`src/rtl/gshare_pht_scheduler_if.sv`:
```
`default_nettype none
// ============================================================================
// Module      : gshare_pht_scheduler_if
// Description : Lookup, prediction and resolution-update signals between a
//               branch predictor requester (master) and the gshare PHT
//               scheduler (slave).
// Revision    : 1.0 - initial release
// ============================================================================
interface gshare_pht_scheduler_if #(
    parameter int IDX_W = 8
);
    logic             lkp_valid;
    logic             lkp_ready;
    logic [IDX_W-1:0] lkp_pc;
    logic             pred_valid;
    logic             pred_taken;
    logic [IDX_W-1:0] pred_index;
    logic             upd_valid;
    logic             upd_ready;
    logic [IDX_W-1:0] upd_index;
    logic             upd_taken;
    logic             upd_pred;

    modport master (
        output lkp_valid, lkp_pc, upd_valid, upd_index, upd_taken, upd_pred,
        input  lkp_ready, pred_valid, pred_taken, pred_index, upd_ready
    );

    modport slave (
        input  lkp_valid, lkp_pc, upd_valid, upd_index, upd_taken, upd_pred,
        output lkp_ready, pred_valid, pred_taken, pred_index, upd_ready
    );
endinterface
`default_nettype wire

```
`src/rtl/gshare_pht_scheduler.sv`:
```
`default_nettype none
// ============================================================================
// Module      : gshare_pht_scheduler
// Description : gshare PHT (2-bit counters) and GHR owner. Arbitrates the
//               single PHT port between lookups and buffered resolution
//               updates, with level/age forced drains and a post-reset
//               init sweep. Optional macro BP_STATS_EN adds 16-bit
//               lookup/update/mispredict counters.
// Revision    : 1.0 - initial release
// ============================================================================
module gshare_pht_scheduler #(
    parameter int         PHT_SIZE   = 256,
    parameter int         GHR_WIDTH  = 8,
    parameter logic [1:0] INIT_CTR   = 2'b10,
    parameter int         FIFO_DEPTH = 4,
    parameter int         MAX_WAIT   = 8
) (
    input  logic                       clk,
    input  logic                       reset_n,
    gshare_pht_scheduler_if.slave      bus,
    output logic                       init_done,
    output logic [15:0]                stat_lookups,
    output logic [15:0]                stat_updates,
    output logic [15:0]                stat_mispredicts
);
    localparam int IDX_W = $clog2(PHT_SIZE);
    localparam int PTR_W = $clog2(FIFO_DEPTH);
    localparam int CNT_W = PTR_W + 1;
    localparam int AGE_W = $clog2(MAX_WAIT + 1);

    localparam logic [CNT_W-1:0] C_CNT_FULL = CNT_W'(FIFO_DEPTH);
    localparam logic [CNT_W-1:0] C_CNT_HI   = CNT_W'(FIFO_DEPTH - 1);
    localparam logic [AGE_W-1:0] C_AGE_MAX  = AGE_W'(MAX_WAIT);
    localparam logic [IDX_W-1:0] C_IDX_LAST = IDX_W'(PHT_SIZE - 1);

    typedef enum logic [0:0] {
        ST_INIT = 1'b0,
        ST_RUN  = 1'b1
    } state_t;

    state_t r_state, w_state_nxt;

    logic [1:0]       r_pht [PHT_SIZE];
    logic [IDX_W-1:0] r_init_ptr;
    // GHR_WIDTH equals IDX_W, so the GHR XORs directly onto the PC
    logic [GHR_WIDTH-1:0] r_ghr;

    logic [IDX_W-1:0]      r_fifo_idx [FIFO_DEPTH];
    logic [FIFO_DEPTH-1:0] r_fifo_tk;
    logic [PTR_W-1:0]      r_wr_ptr, r_rd_ptr;
    logic [CNT_W-1:0]      r_count;
    logic [AGE_W-1:0]      r_age;

    logic             r_pred_valid, r_pred_taken;
    logic [IDX_W-1:0] r_pred_index;

    logic             w_run, w_empty, w_full, w_force;
    logic             w_lkp_fire, w_drain, w_push;
    logic [IDX_W-1:0] w_lkp_idx, w_head_idx;
    logic             w_head_tk;
    logic [1:0]       w_head_ctr, w_ctr_upd;

    assign w_run   = (r_state == ST_RUN);
    assign w_empty = (r_count == '0);
    // With one push per cycle the level-forced drain keeps the count below
    // FIFO_DEPTH in practice; the full check still guards the storage.
    assign w_full  = (r_count == C_CNT_FULL);
    assign w_force = !w_empty && ((r_count >= C_CNT_HI) || (r_age >= C_AGE_MAX));

    // Lookup and drain are mutually exclusive: a forced drain masks ready,
    // an unforced drain only happens with no lookup request.
    assign w_lkp_fire = w_run && bus.lkp_valid && !w_force;
    assign w_drain    = w_run && !w_empty && (w_force || !bus.lkp_valid);
    assign w_push     = w_run && bus.upd_valid && !w_full;

    assign w_lkp_idx  = bus.lkp_pc ^ r_ghr;
    assign w_head_idx = r_fifo_idx[r_rd_ptr];
    assign w_head_tk  = r_fifo_tk[r_rd_ptr];
    assign w_head_ctr = r_pht[w_head_idx];

    assign bus.lkp_ready  = w_run && !w_force;
    assign bus.upd_ready  = w_run && !w_full;
    assign bus.pred_valid = r_pred_valid;
    assign bus.pred_taken = r_pred_taken;
    assign bus.pred_index = r_pred_index;

    // State register for the init sweep / run sequencing
    always_ff @(posedge clk or negedge reset_n) begin
        if (!reset_n) begin
            r_state <= ST_INIT;
        end else begin
            r_state <= w_state_nxt;
        end
    end

    // Next state: leave INIT after the last entry is written
    always_comb begin
        w_state_nxt = r_state;
        init_done   = 1'b0;
        case (r_state)
            ST_INIT: begin
                if (r_init_ptr == C_IDX_LAST) begin
                    w_state_nxt = ST_RUN;
                end
            end
            ST_RUN: begin
                init_done = 1'b1;
            end
            default: begin
                w_state_nxt = ST_INIT;
            end
        endcase
    end

    // Saturating counter step for the FIFO head entry
    always_comb begin
        w_ctr_upd = w_head_ctr;
        if (w_head_tk) begin
            if (w_head_ctr != 2'b11) begin
                w_ctr_upd = w_head_ctr + 2'd1;
            end
        end else if (w_head_ctr != 2'b00) begin
            w_ctr_upd = w_head_ctr - 2'd1;
        end
    end

    // Single PHT write port: init sweep or drained update
    always_ff @(posedge clk) begin
        if (!w_run) begin
            r_pht[r_init_ptr] <= INIT_CTR;
        end else if (w_drain) begin
            r_pht[w_head_idx] <= w_ctr_upd;
        end
    end

    // Update FIFO storage
    always_ff @(posedge clk) begin
        if (w_push) begin
            r_fifo_idx[r_wr_ptr] <= bus.upd_index;
            r_fifo_tk[r_wr_ptr]  <= bus.upd_taken;
        end
    end

    // Sweep pointer, GHR, FIFO bookkeeping, age and prediction registers
    always_ff @(posedge clk or negedge reset_n) begin
        if (!reset_n) begin
            r_init_ptr   <= '0;
            r_ghr        <= '0;
            r_wr_ptr     <= '0;
            r_rd_ptr     <= '0;
            r_count      <= '0;
            r_age        <= '0;
            r_pred_valid <= 1'b0;
            r_pred_taken <= 1'b0;
            r_pred_index <= '0;
        end else begin
            if (!w_run) begin
                r_init_ptr <= r_init_ptr + 1'b1;
            end
            if (w_push) begin
                r_ghr    <= {r_ghr[GHR_WIDTH-2:0], bus.upd_taken};
                r_wr_ptr <= r_wr_ptr + 1'b1;
            end
            if (w_drain) begin
                r_rd_ptr <= r_rd_ptr + 1'b1;
            end
            case ({w_push, w_drain})
                2'b10:   r_count <= r_count + 1'b1;
                2'b01:   r_count <= r_count - 1'b1;
                default: r_count <= r_count;
            endcase
            if (w_drain || w_empty) begin
                r_age <= '0;
            end else if (r_age < C_AGE_MAX) begin
                r_age <= r_age + 1'b1;
            end
            r_pred_valid <= w_lkp_fire;
            if (w_lkp_fire) begin
                r_pred_taken <= r_pht[w_lkp_idx][1];
                r_pred_index <= w_lkp_idx;
            end
        end
    end

`ifdef BP_STATS_EN
    logic [15:0] r_stat_lkp, r_stat_upd, r_stat_mis;

    // Wrapping activity counters
    always_ff @(posedge clk or negedge reset_n) begin
        if (!reset_n) begin
            r_stat_lkp <= '0;
            r_stat_upd <= '0;
            r_stat_mis <= '0;
        end else begin
            if (w_lkp_fire) begin
                r_stat_lkp <= r_stat_lkp + 16'd1;
            end
            if (w_push) begin
                r_stat_upd <= r_stat_upd + 16'd1;
                if (bus.upd_pred != bus.upd_taken) begin
                    r_stat_mis <= r_stat_mis + 16'd1;
                end
            end
        end
    end

    assign stat_lookups     = r_stat_lkp;
    assign stat_updates     = r_stat_upd;
    assign stat_mispredicts = r_stat_mis;
`else
    logic w_unused_pred;
    assign w_unused_pred    = bus.upd_pred;
    assign stat_lookups     = '0;
    assign stat_updates     = '0;
    assign stat_mispredicts = '0;
`endif
endmodule
`default_nettype wire
```
`src/flat_wrapper.sv`:
```
// flat-port wrapper written by rule: the top's interface ports become plain ports
module gshare_pht_scheduler_flat 
#(
    parameter int         PHT_SIZE   = 256,
    parameter int         GHR_WIDTH  = 8,
    parameter logic [1:0] INIT_CTR   = 2'b10,
    parameter int         FIFO_DEPTH = 4,
    parameter int         MAX_WAIT   = 8
)
  (clk, reset_n, init_done, stat_lookups, stat_updates, stat_mispredicts, bus_lkp_valid, bus_lkp_pc, bus_upd_valid, bus_upd_index, bus_upd_taken, bus_upd_pred, bus_lkp_ready, bus_pred_valid, bus_pred_taken, bus_pred_index, bus_upd_ready);
  gshare_pht_scheduler_if bus_i ();
  input  logic clk;
  input  logic reset_n;
  output logic init_done;
  output logic [15:0] stat_lookups;
  output logic [15:0] stat_updates;
  output logic [15:0] stat_mispredicts;
  input wire logic [$bits(bus_i.lkp_valid)-1:0] bus_lkp_valid;
  input wire logic [$bits(bus_i.lkp_pc)-1:0] bus_lkp_pc;
  input wire logic [$bits(bus_i.upd_valid)-1:0] bus_upd_valid;
  input wire logic [$bits(bus_i.upd_index)-1:0] bus_upd_index;
  input wire logic [$bits(bus_i.upd_taken)-1:0] bus_upd_taken;
  input wire logic [$bits(bus_i.upd_pred)-1:0] bus_upd_pred;
  output wire logic [$bits(bus_i.lkp_ready)-1:0] bus_lkp_ready;
  output wire logic [$bits(bus_i.pred_valid)-1:0] bus_pred_valid;
  output wire logic [$bits(bus_i.pred_taken)-1:0] bus_pred_taken;
  output wire logic [$bits(bus_i.pred_index)-1:0] bus_pred_index;
  output wire logic [$bits(bus_i.upd_ready)-1:0] bus_upd_ready;
  assign bus_i.lkp_valid = bus_lkp_valid;
  assign bus_i.lkp_pc = bus_lkp_pc;
  assign bus_i.upd_valid = bus_upd_valid;
  assign bus_i.upd_index = bus_upd_index;
  assign bus_i.upd_taken = bus_upd_taken;
  assign bus_i.upd_pred = bus_upd_pred;
  assign bus_lkp_ready = bus_i.lkp_ready;
  assign bus_pred_valid = bus_i.pred_valid;
  assign bus_pred_taken = bus_i.pred_taken;
  assign bus_pred_index = bus_i.pred_index;
  assign bus_upd_ready = bus_i.upd_ready;
  gshare_pht_scheduler #(.PHT_SIZE(PHT_SIZE), .GHR_WIDTH(GHR_WIDTH), .INIT_CTR(INIT_CTR), .FIFO_DEPTH(FIFO_DEPTH), .MAX_WAIT(MAX_WAIT)) u_core (.clk(clk), .reset_n(reset_n), .bus(bus_i), .init_done(init_done), .stat_lookups(stat_lookups), .stat_updates(stat_updates), .stat_mispredicts(stat_mispredicts));
endmodule
```
`config.mk`:
```
export PLATFORM = sky130hd
export DESIGN_NAME = gshare_pht_scheduler_flat
export DESIGN_NICKNAME = d
export VERILOG_FILES = /design/src/rtl/gshare_pht_scheduler_if.sv /design/src/rtl/gshare_pht_scheduler.sv /design/src/flat_wrapper.sv
export SDC_FILE = /design/constraint.sdc
export NUM_CORES = 1
export LEC_CHECK = 0
export CAP_MARGIN = 20
export CORE_UTILIZATION = 51
export DETAILED_ROUTE_END_ITERATION = 10
export GPL_TIMING_DRIVEN = 0
export PLACE_DENSITY = 0.82
export SLEW_MARGIN = 40
export SYNTH_ARGS = -nofsm -noshare
export SYNTH_HDL_FRONTEND = slang
export SYNTH_SLANG_ARGS = --single-unit
```
`constraint.sdc`:
```
create_clock -name clk -period 11.4 [get_ports clk]
set_input_delay 1.14 -clock clk [delete_from_list [all_inputs] [get_ports clk]]
set_output_delay 1.14 -clock clk [all_outputs]
set_load 0.01 [all_outputs]
```
==> qor.csv <==
metric,value,unit
die_x,232,µm
gp_congestion,0.987,
mostFrequentLayoutCells,"548 x edfxtp_1, 280 x nor2_1, 169 x mux4_2",
viasPerCell,6.92,
avgRoutedWirePerCell,33.0,µm
crit_fanout,28,
critPathKind,reg -> reg,
arrival,6460,ps
drive_gt1_frac,0.230,
grt_pass1_wl,122000,µm
die_area,54000,µm²
clockBufferDepth,3,
final-setup-viol-count,0,
fmax,0.167,GHz
clk_pin_slew,70,ps
grt_pass1_vias,17500,
root_buffer,clkbuf_16,
overflow,0,
rsz0062_at_grt,no,
numCtsBuffers,59,
swShare,0.207,
startpoint_type,flop,
synth_ff_type,edfxtp_1,
h-tree-depth,2,
syn_inst,1739,
die_h,232,µm
cts_tree,done,
antenna_found_initial,4,
start_util,0.516,
critPathRequiredTime,11870,ps
firstDrtPassIters,6,
power_density,142,nW/µm²
hold_buffers,0,
routed_wl,87100,µm
num_vias,18300,
cellInternalPower,0.00349,W
io_buffers,33,
slowest_delay,670,ps
design.portCount,83,
rows,84,
track_usage,0.326,
area_growth,14.3,%
p_clk_frac,0.454,
ys_types,58,
synth_sequential_area_ratio,0.642,
worstSkewPairLatency,650,ps
synth_warnings,0,
drtIter0Drc,3658,
final_common_cell,edfxtp_1,
dp_slack,5550,ps
fin_total_pwr,0.00440,W
hold_viol_final,0,
synthesis.area,27100,µm²
postCtsSetupRepairBufs,0,
final_core_util,0.589,
finalCritPeriodShare,0.525,
peakVddDrop,119,µV
skew,20.9,ps
synth_seq_cells,586,
async_flop_share,0.0648,
path_cells,buf_4 > mux4_2 > buf_2 > buf_2 > buf_2 > mux2i_1 > o22ai_1 > a211oi_1 > o21ai_0 > a211oi_1 > o22ai_1 > a21oi_4 > buf_8 > buf_8 > buf_16 > buf_16 > buf_8,
multi_input_area,8990,µm²
fill_cells,3871,
grt_max_degree,67,
syn_area_per_cell,15.6,µm²
max-cap-violations,0,
final_net_count,1931,
combinationalPowerShare,0.019,
slew_headroom,0.349,
min_path_type,in -> async,
p_leak,10.2,nW
cts_resized,0,
cp-end-kind,flop,
core_area,52600,µm²
drc,0,
slowest_stage,a211oi_1,
ant_nets,0,
fin_ws,5410,ps
power_switching,0.000913,W
seq_power_share,0.527,
final_max_slew_viol_count,0,
outcome,"complete, no violations",
dp_hpwl,57500,µm
regArea,17400,µm²
worst_slew_pin_slew,976,ps
synth_edf_count,548,
period_minus_slack,5990,ps
clock_sink_count,586,
==> critical path: cells and delay by family (launching register included) <==
family	cells	cell delay (ps)
multiplexers	2	710
flip-flops	1	360
AO/OA/AOI/OAI	6	1960
buffers and inverters	9	2740
==> stage by stage <==
stage / instance area (µm²) / setup TNS [ps] / hold slack, ps / std cells
5_1_grt: 31000 / 0 / 429 / 2638
4_1_cts: 30900 / 0 / 403 / 2637
3_5_place_dp: 29000 / 0 / 494 / 2526
2_1_floorplan: 27300 / 0 / 467 / 1786
3_3_place_gp: 28500 / -1916950 / 490 / 2507
6_report: 31000 / 0 / 395 / 2640
==> power groups by stage <==
stage / registers, W / logic (W) / clock network, W
3_5_place_dp: 0.00236 / 0.0000811 / 0
4_1_cts: 0.00232 / 0.0000815 / 0.00199
2_1_floorplan: 0.00236 / 0.0000459 / 0
6_report: 0.00232 / 0.0000843 / 0.00200
5_1_grt: 0.00232 / 0.0000870 / 0.00207
3_3_place_gp: 0.00236 / 0.0000767 / 0
==> state kept, by name, summed over array words and instances, names as in the netlist, 3 cells and up <==
name and count:
u_core.r_pht 512, u_core.r_fifo_idx 32, u_core.bus.pred_index 8, u_core.r_ghr 8, u_core.r_init_ptr 8, u_core.r_age 4
u_core.r_fifo_tk 4, u_core.r_count 3
==> final cells by class <==
type	count	area share
multi-input combinational	1029	0.290
inverter	11	0.00133
antenna	2	0.000162
buffer	160	0.0314
sequential	586	0.562
clock buffer	69	0.0513
tap	688	0.0278
clock inverter	42	0.0128
timing repair buffer	53	0.0228
==> per-layer routing <==
| metal | vias to the layer above | routed length [µm] | GRT usage |
|---|---|---|---|
| li1 | 7014 | - | - |
| met1 | 8966 | 28200 | 0.417 |
| met2 | 1863 | 37500 | 0.478 |
| met3 | 417 | 15000 | 0.117 |
| met4 | 4 | 6380 | 0.191 |
| met5 | - | 26 | 0 |
==> cells in the mapped netlist (6+ instances only) <==
cell / count / share of area
xor2_1: 12 / 0.0039
a22oi_1: 29 / 0.0080
mux2_2: 23 / 0.0096
buf_6: 9 / 0.0037
buf_2: 12 / 0.0022
nand3b_1: 6 / 0.0017
mux4_2: 169 / 0.14
nor2b_1: 16 / 0.0037
nor3_1: 7 / 0.0013
o31ai_1: 7 / 0.0019
ha_1: 8 / 0.0037
and2_1: 7 / 0.0016
o21ai_0: 10 / 0.0018
nor2_1: 282 / 0.039
clkbuf_1: 63 / 0.0087
nand3_1: 38 / 0.0070
dfrtp_1: 38 / 0.035
inv_1: 11 / 0.0015
mux2i_1: 127 / 0.047
a21oi_1: 17 / 0.0031
a211oi_1: 15 / 0.0042
nand2b_1: 6 / 0.0014
edfxtp_1: 548 / 0.61
a32oi_1: 6 / 0.0019
buf_1: 11 / 0.0015
a31oi_1: 8 / 0.0018
o21ai_1: 6 / 0.0011
xnor2_1: 11 / 0.0036
nand2_1: 109 / 0.015
nand4_1: 6 / 0.0014
buf_4: 65 / 0.018
==> logic make-up after synthesis <==
family | count (synthesis) | synth area share
other | 1 | 0.000138
multiplexers | 319 | 0.197
adder cells (fa/ha/maj) | 11 | 0.00517
XOR/XNOR | 23 | 0.00744
AND/OR/NAND/NOR | 488 | 0.0748
AO/OA/AOI/OAI | 140 | 0.0372
flip-flops | 586 | 0.642
buffers and inverters | 171 | 0.0357
==> final timing paths <==
kind / startpoint / endpoint / slack [ps] / depth (start not counted)
max in group asynchronous: reset_n / u_core.r_rd_ptr[1] / 10550 / 2
max: u_core.r_rd_ptr[0] / u_core.r_pht[63][1] / 5410 / 17
max reg2reg: u_core.r_rd_ptr[0] / u_core.r_pht[63][1] / 5410 / 17
min in group clk: u_core.r_init_ptr[7] / u_core.r_init_ptr[7] / 510 / 1
min reg2reg: u_core.r_init_ptr[7] / u_core.r_init_ptr[7] / 510 / 1
min: reset_n / u_core.r_age[2] / 390 / 1
(Power assumes the default switching activity.)
